`config.mk`:
```
export PLATFORM = sky130hd
export DESIGN_NAME = tt_um_8_pc_sequencer
export DESIGN_NICKNAME = d
export VERILOG_FILES = /design/src/rtl/tt_um_8_pc_sequencer.sv
export SDC_FILE = /design/constraint.sdc
export NUM_CORES = 1
export LEC_CHECK = 0
export ABC_AREA = 1
export CAP_MARGIN = 20
export CORE_MARGIN = 5
export CORE_UTILIZATION = 34
export CTS_BUF_LIST = sky130_fd_sc_hd__clkbuf_2 sky130_fd_sc_hd__clkbuf_4 sky130_fd_sc_hd__clkbuf_8
export DETAILED_ROUTE_END_ITERATION = 8
export GPL_TIMING_DRIVEN = 0
export PLACE_DENSITY = 0.62
export SYNTH_ARGS = -nofsm -noshare
export SYNTH_HDL_FRONTEND = slang
export SYNTH_SLANG_ARGS = --single-unit
```
`constraint.sdc`:
```
create_clock -name clk -period 1.7 [get_ports clk]
set_input_delay 0.255 -clock clk [delete_from_list [all_inputs] [get_ports clk]]
set_output_delay 0.255 -clock clk [all_outputs]
set_load 0.01 [all_outputs]
```
`src/rtl/tt_um_8_pc_sequencer.sv`:
```
// Microsequencer that steers an external 8-bit program counter.
// Programs are written to a 16x8 memory in IDLE; instructions are executed in FETCH/EXEC pairs.
module tt_um_8_pc_sequencer (
  input  logic [7:0] ui_in,
  output logic [7:0] uo_out,
  input  logic [7:0] uio_in,
  output logic [7:0] uio_out,
  output logic [7:0] uio_oe,
  input  logic       ena,
  input  logic       clk,
  input  logic       rst_n
);

  localparam int unsigned DATA_W = 8;
  localparam int unsigned DEPTH  = 16;
  localparam int unsigned ADDR_W = 4;
  localparam int unsigned LC_W   = 5;
  localparam int unsigned OP_W   = 3;

  localparam logic [OP_W-1:0] OP_JMP   = 3'b001;
  localparam logic [OP_W-1:0] OP_SETLC = 3'b010;
  localparam logic [OP_W-1:0] OP_DJNZ  = 3'b011;
  localparam logic [OP_W-1:0] OP_HALT  = 3'b100;

  typedef enum logic [1:0] {
    ST_IDLE  = 2'd0,
    ST_FETCH = 2'd1,
    ST_EXEC  = 2'd2,
    ST_HALT  = 2'd3
  } state_e;

  state_e              state_q, state_d;
  logic [DATA_W-1:0]   mem_q [DEPTH];
  logic [DATA_W-1:0]   mem_d [DEPTH];
  logic [ADDR_W-1:0]   wptr_q, wptr_d;
  logic [DATA_W-1:0]   ir_q, ir_d;
  logic [LC_W-1:0]     lc_q, lc_d;
  logic                prog_wr_q, prog_wr_d;
  logic [DATA_W-1:0]   uo_q, uo_d;
  logic                pc_en_q, pc_en_d;
  logic                pc_load_q, pc_load_d;
  logic                pc_oe_q, pc_oe_d;
  logic                halted_q, halted_d;
  logic                busy_q, busy_d;

  logic                prog_mode, prog_wr, run;
  logic [DATA_W-1:0]   fetched;
  logic [LC_W-1:0]     lc_dec;

  assign prog_mode = uio_in[0];
  assign prog_wr   = uio_in[1];
  assign run       = uio_in[2];
  assign fetched   = mem_q[ui_in[ADDR_W-1:0]];
  assign lc_dec    = lc_q - LC_W'(1);

  // Next-state, memory write and registered control computation
  always_comb begin
    state_d   = state_q;
    mem_d     = mem_q;
    wptr_d    = wptr_q;
    ir_d      = ir_q;
    lc_d      = lc_q;
    uo_d      = uo_q;
    prog_wr_d = prog_wr;
    pc_en_d   = 1'b0;
    pc_load_d = 1'b0;

    unique case (state_q)
      ST_IDLE: begin
        if (prog_mode) begin
          if (prog_wr && !prog_wr_q) begin
            mem_d[wptr_q] = ui_in;
            wptr_d        = wptr_q + ADDR_W'(1);
          end
        end else if (run) begin
          state_d = ST_FETCH;
        end
      end
      ST_FETCH: begin
        if (!run) begin
          state_d = ST_IDLE;
        end else begin
          // Decode here so the control strobes are flops during EXEC
          state_d = ST_EXEC;
          ir_d    = fetched;
          uo_d    = {3'b000, fetched[LC_W-1:0]};
          case (fetched[DATA_W-1 -: OP_W])
            OP_JMP:  pc_load_d = 1'b1;
            OP_DJNZ: begin
              pc_load_d = (lc_dec != '0);
              pc_en_d   = (lc_dec == '0);
            end
            OP_HALT: ;
            default: pc_en_d = 1'b1;
          endcase
        end
      end
      ST_EXEC: begin
        if (!run) begin
          state_d = ST_IDLE;
        end else begin
          case (ir_q[DATA_W-1 -: OP_W])
            OP_SETLC: lc_d = ir_q[LC_W-1:0];
            OP_DJNZ:  lc_d = lc_dec;
            default:  ;
          endcase
          state_d = (ir_q[DATA_W-1 -: OP_W] == OP_HALT) ? ST_HALT : ST_FETCH;
        end
      end
      ST_HALT: begin
        if (!run) state_d = ST_IDLE;
      end
      default: state_d = ST_IDLE;
    endcase

    if (!prog_mode) wptr_d = '0;

    pc_oe_d  = (state_d != ST_IDLE);
    busy_d   = (state_d == ST_FETCH) || (state_d == ST_EXEC);
    halted_d = (state_d == ST_HALT);
  end

  always_ff @(posedge clk or negedge rst_n) begin
    if (!rst_n) begin
      state_q   <= ST_IDLE;
      mem_q     <= '{default: '0};
      wptr_q    <= '0;
      ir_q      <= '0;
      lc_q      <= '0;
      prog_wr_q <= 1'b0;
      uo_q      <= '0;
      pc_en_q   <= 1'b0;
      pc_load_q <= 1'b0;
      pc_oe_q   <= 1'b0;
      halted_q  <= 1'b0;
      busy_q    <= 1'b0;
    end else begin
      state_q   <= state_d;
      mem_q     <= mem_d;
      wptr_q    <= wptr_d;
      ir_q      <= ir_d;
      lc_q      <= lc_d;
      prog_wr_q <= prog_wr_d;
      uo_q      <= uo_d;
      pc_en_q   <= pc_en_d;
      pc_load_q <= pc_load_d;
      pc_oe_q   <= pc_oe_d;
      halted_q  <= halted_d;
      busy_q    <= busy_d;
    end
  end

  assign uo_out  = uo_q;
  assign uio_out = {busy_q, halted_q, pc_oe_q, pc_load_q, pc_en_q, 3'b000};
  assign uio_oe  = 8'hF8;

  logic unused;
  assign unused = &{1'b0, ena, uio_in[7:3], ui_in[7:4]};

endmodule

```
Word level (Yosys, flattened, before mapping)
Cells that the tools add are included.
- multiply operators: 0
- add/sub/neg operators: 2
- equality and inequality tests: 14
- bitwise logic cells: 2
- shift-type cells: 0
- reductions and logical operators: 14
- $lt $le $gt $ge: 3
- mux-type cells: 23
- div/mod/pow operators: 0
- operator list (cell ; count):
    bitwise mux 128 bit ; 1
    binary-select mux 8 bit (select 4 bit) ; 1
    demux 8 bit (select 4 bit) ; 1
    2-to-1 mux 8 bit ; 3
    2-to-1 mux 2 bit ; 6
    2-to-1 mux 4 bit ; 3
    >= comparator 5 bit (second input constant) ; 2
    NOT 4 -> 5 bit ; 2
    one-hot mux 5 bit (2 select lines) ; 1
    equality test 3 x 2 -> 1 bit (second input constant) ; 3
    equality test 2 bit (second input constant) ; 4
    one-hot mux 2 bit (4 select lines) ; 1
    equality test 3 bit (second input constant) ; 2
    AND reduction 3 bit ; 2
    logical NOT 5 bit ; 1
    < comparator 5 x 1 -> 1 bit (second input constant) ; 1
    nonzero test 5 bit ; 1
    subtractor 5 x 1 -> 5 bit (second input constant) ; 1
    adder 4 x 1 -> 4 bit (second input constant) ; 1
    equality test 2 x 1 -> 1 bit (second input constant) ; 2
    2-to-1 mux 1 bit ; 4
    inequality test 2 x 1 -> 1 bit (second input constant) ; 2
    one-hot mux 1 bit (2 select lines) ; 2
    AND reduction 2 bit ; 2
    7 further kinds ; 9
- ROM bits: 0
- bits in latches: 0
- output and inout bits: 24
- logic and storage cells: 85
- memories kept: 0
- RAM bits: 0
- register bits after elaboration: 158
- input port bits: 19

Longest topological paths before layout
- word-level depth: 9
- depth in mapped cells: 12
- depth with buffers taken out: 11

Worst setup path after synthesis
No wires, ideal clock.
- path kind: register to register
- from: register state_q[0]
- to: register mem_q[117] (netlist bit)
- slack: 0.200 ns
- arrival time: 1.369 ns
- required time: 1.569 ns
- buffers on the path: 2
- period minus slack after synthesis: 1.500 ns
- library setup time: 0.131 ns
- cell stages (with the launch flop): 9
- path through: dfrtp_1 nor2_2 nand3b_4 nor2_4 buf_12 nand3_4 buf_6 nand2_1 o21ai_2
- cells in the longest elaborated chain, start to end: 2
- RTL lines (item ; line ; text):
    start: declaration ; 32 ; state_e state_q, state_d;
    start signal: assignment ; 138 ; state_q <= state_d;
    logical NOT 2 bit ; 68 ; unique case (state_q)
    AND reduction 3 bit (no source line) ; -- ;
    end signal: assignment ; 139 ; mem_q <= mem_d;
    end: declaration ; 33 ; logic [DATA_W-1:0] mem_q [DEPTH];
Every way passes these cells.
A chain may end at the register's enable or synchronous reset.

Worst setup path after layout
- from: register state_q[0]
- to: register mem_q[41] (netlist bit)
The elaborated chain is that of the path after synthesis.

==> metrics.log <==
[metrics] largest net degree at the start of global routing: 80
[metrics] worst skew pair latency: 0.47 ns
[metrics] die outline height: 158 um
[metrics] number of slew-limit violations in the final report: 0
[metrics] Overflow after GRT: 0
[metrics] antenna violations before repair: 0
[metrics] Global Route met3 Usage: 0.0372
[metrics] Clock Tree Root: clkbuf_8
[metrics] ANT cells: 0
[metrics] starting density of the core: 0.344
[metrics] min-delay worst type: in -> reg
[metrics] critical-path maximum fanout: 8
[metrics] final setup slack of the worst path: -0.0107 ns
[metrics] fraction of final layout cells with drive strength greater than 1: 0.217
[metrics] outcome: finished, violations left
[metrics] maximum capacitance violations: 0
[metrics] clock-pin slew on the worst setup and hold paths: 0.08 ns
[metrics] violated checks: negative setup slack
[metrics] number of I/O port buffers: 19
[metrics] crit start category: register
[metrics] clock buffers created by TritonCTS: 17
[metrics] average wire length per cell after detail routing: 16.3 um
[metrics] area enclosed by the die boundary: 0.0250 mm^2
[metrics] VDD IR-drop max: 0.465 mV
[metrics] internal power of the cells: 0.00608 W
[metrics] flip-flop and latch count after synthesis: 153
[metrics] top achievable clock speed: 585 MHz
[metrics] sequence of cells on the critical path: nor2_2 > nand3b_4 > nor2_4 > buf_12 > nand3_4 > buf_12 > nand2_2 > o21ai_1
[metrics] post-layout min period: 1.71 ns
[metrics] share of flip-flops with an asynchronous set or reset: 1.00
[metrics] cell count after synthesis: 869
[metrics] Yosys Warn Count: 0
[metrics] proportion of total power due to net switching: 0.308
[metrics] placeable core region: 0.0217 mm^2
[metrics] hpwl dp: 13,800 um
[metrics] maximum level of the CTS H-tree: 4
[metrics] endpoints failing setup: 2
[metrics] Rel. slew slack: 0.533
[metrics] Crit. End Element: register
[metrics] First DRT Iteration DRCs: 499
[metrics] setup TNS: -0.0132 ns
[metrics] cell taking the most area after synthesis: dfrtp_1
[metrics] final number of hold-violating endpoints: 0
[metrics] total via count after detailed routing: 6,111
[metrics] slew at the pin with the worst max-slew slack: 0.700 ns
[metrics] CTS tree: built
[metrics] sequential fraction of design power: 0.488
[metrics] RD Place Congestion: 0.833
[metrics] number of synthesized flops with an enable pin: 0
[metrics] Netlist cell types: 32
[metrics] num rows: 54
[metrics] ports placed on the boundary: 43
[metrics] Pwr Density: 961 mW/mm^2
[metrics] Sw Pwr: 0.00271 W
[metrics] number of nets at the end of the flow: 977
[metrics] number of iterations in the first detailed-routing pass: 5
[metrics] commonest register cell after synthesis: dfrtp_1
[metrics] clock sink count: 153
[metrics] CP max stage delay: 0.40 ns
[metrics] critical path class: reg -> reg
[metrics] clk buf depth: 2
[metrics] arrival time at the worst endpoint: 2.04 ns
[metrics] setup repair after global routing missed its margin: yes
[metrics] DRT Wirelength: 20,200 um
[metrics] Synth top area share: 0.513
[metrics] clock skew after layout: 0.0125 ns
[metrics] global-route wire length before repair: 31,600 um
[metrics] main area contributors after synthesis: dfrtp_1, nand2_1, o21ai_0
[metrics] power share of the clock group: 0.322
[metrics] Critical Path Most Common Cell: buf_12
[metrics] Remaining DRCs: 0
[metrics] Avg Synthesized Cell Area: 8.58 um^2
[metrics] standard cell with the maximum stage delay on the critical path: dfrtp_1
[metrics] GRT met2 Usage: 0.251
[metrics] proportion of power drawn by combinational gates: 0.191
[metrics] area growth from synthesis to layout: 22.7%
[metrics] total power: 0.00879 W
[metrics] routing usage on met1: 0.232
[metrics] floorplan die width: 158 um
[metrics] part of the cycle the worst path needs: 1.01
[metrics] Seq/Total Area, Yosys: 0.513
[metrics] most heavily used metal layer in global routing: met2
[metrics] antenna-violating nets left: 0
[metrics] CP required: 2.03 ns
[metrics] Filler cells: 2,144
[metrics] via density per instance: 4.92
[metrics] Leakage: 4.25 nW
[metrics] number of global-route vias before repair: 5,745
[metrics] overall routing resource usage: 0.162
[metrics] Mapped Area: 0.00746 mm^2
[metrics] post-route worst hold slack: 0.324 ns
==> critical path: cells and delay by family, from the launching register on <==
| family | cells | cell delay (ns) |
|---|---|---|
| buffers and inverters | 2 | 0.38 |
| DFF | 1 | 0.40 |
| AOI/OAI and AO/OA | 1 | 0.05 |
| and+or+nand+nor | 5 | 0.72 |
==> state kept, by name, summed over array words and instances, names as in the netlist <==
register,count
pc_oe_q,1
pc_load_q,1
wptr_q,4
prog_wr_q,1
mem_q,128
busy_q,1
state_q,2
pc_en_q,1
lc_q,5
halted_q,1
ir_q,8
==> power by group through the flow <==
stage	logic, W	registers (W)	clock network [W]
floorplan	0.00103	0.00426	0
global placement	0.00144	0.00432	0
detailed placement	0.00148	0.00432	0
CTS	0.00153	0.00425	0.00288
global route	0.00188	0.00433	0.00304
finish	0.00168	0.00429	0.00283
==> routing by layer <==
| layer | part of all wire | up-vias |
|---|---|---|
| li1 | - | 2999 |
| met1 | 0.47 | 2944 |
| met2 | 0.47 | 151 |
| met3 | 0.051 | 17 |
| met4 | 0.0094 | 0 |
| met5 | 0 | - |
==> metrics by stage <==
stage | utilization | instance area (um^2) | worst slack (ns) | instances
CTS | 0.398 | 8640 | -0.0805 | 1225
floorplan | - | 7500 | 0.200 | 881
finish | 0.422 | 9150 | -0.0107 | 1243
detailed placement | 0.372 | 8080 | -0.689 | 1181
global placement | 0.371 | 8040 | -6.06 | 1180
global route | 0.422 | 9150 | -0.0943 | 1243
==> logic make-up after synthesis <==
group           count (synthesis)  share of synthesized area
other cells                     2                    0.00101
buf+inv                       119                     0.0940
xor+xnor                        3                    0.00352
simple gates                  371                      0.216
fa+ha+maj                       8                     0.0134
flops                         153                      0.513
compound gates                213                      0.158
==> cells in the final DEF, fill, tap and decap left out, drive strengths merged <==
master / n
a21oi: 3
buf: 79
bufinv: 2
clkbuf: 48
clkdlybuf4s50: 8
clkinv: 7
clkinvlp: 3
conb: 14
dfrtp: 153
dlygate4sd2: 6
dlygate4sd3: 1
dlymetal6s2s: 4
ha: 8
inv: 43
nand2: 243
nand3: 54
nand3b: 1
nor2: 67
nor3: 6
o211ai: 9
o21ai: 185
o221ai: 5
o22ai: 11
xor2: 3
==> path summary, 6_finish.rpt <==
kind	depth (start not counted)	start	slack, ns	end
hold reg to reg	2	mem_q[116]	0.48	mem_q[116]
hold / removal	1	uio_in[1]	0.32	prog_wr_q
setup reg to reg	8	state_q[0]	-0.01	mem_q[41]
min in group asynchronous	2	rst_n	0.34	pc_oe_q
max in group asynchronous	3	rst_n	0.58	mem_q[21]
setup / recovery	8	state_q[0]	-0.01	mem_q[41]
==> synthesized netlist by cell type, types with 2 or more instances <==
cell and count:
conb_1 2, nor2_1 65, nand3_4 8, o21ai_0 120, o22ai_1 11, buf_6 16
nor3_1 4, dfrtp_1 153, nand3_1 46, xor2_1 3, o21ai_2 16, buf_2 6
inv_1 40, nand2_1 242, o221ai_1 5, a21oi_1 3, buf_4 29, o21ai_1 49
ha_1 8, o211ai_1 9, clkbuf_1 23
==> layout make-up <==
type | count | area [um^2] | area share
clock buffer | 19 | 255 | 0.0279
tap | 280 | 350 | 0.0383
buffer | 77 | 588 | 0.0643
multi-input combinational | 609 | 3210 | 0.351
clock inverter | 13 | 145 | 0.0159
inverter | 42 | 158 | 0.0172
timing repair buffer | 50 | 611 | 0.0668
sequential | 153 | 3830 | 0.419
==> timing repair <==
item / in CTS / in global routing
resized for setup: 26 / 100
hold endpoints to repair: 78 / 0
pin swaps: 2 / 3
endpoints found under the setup margin: 82 / 103
buffers inserted: 10 / 11
hold buffers: 1 / 0
gates cloned: 1 / 7
Power figures use the tool's default switching activity.
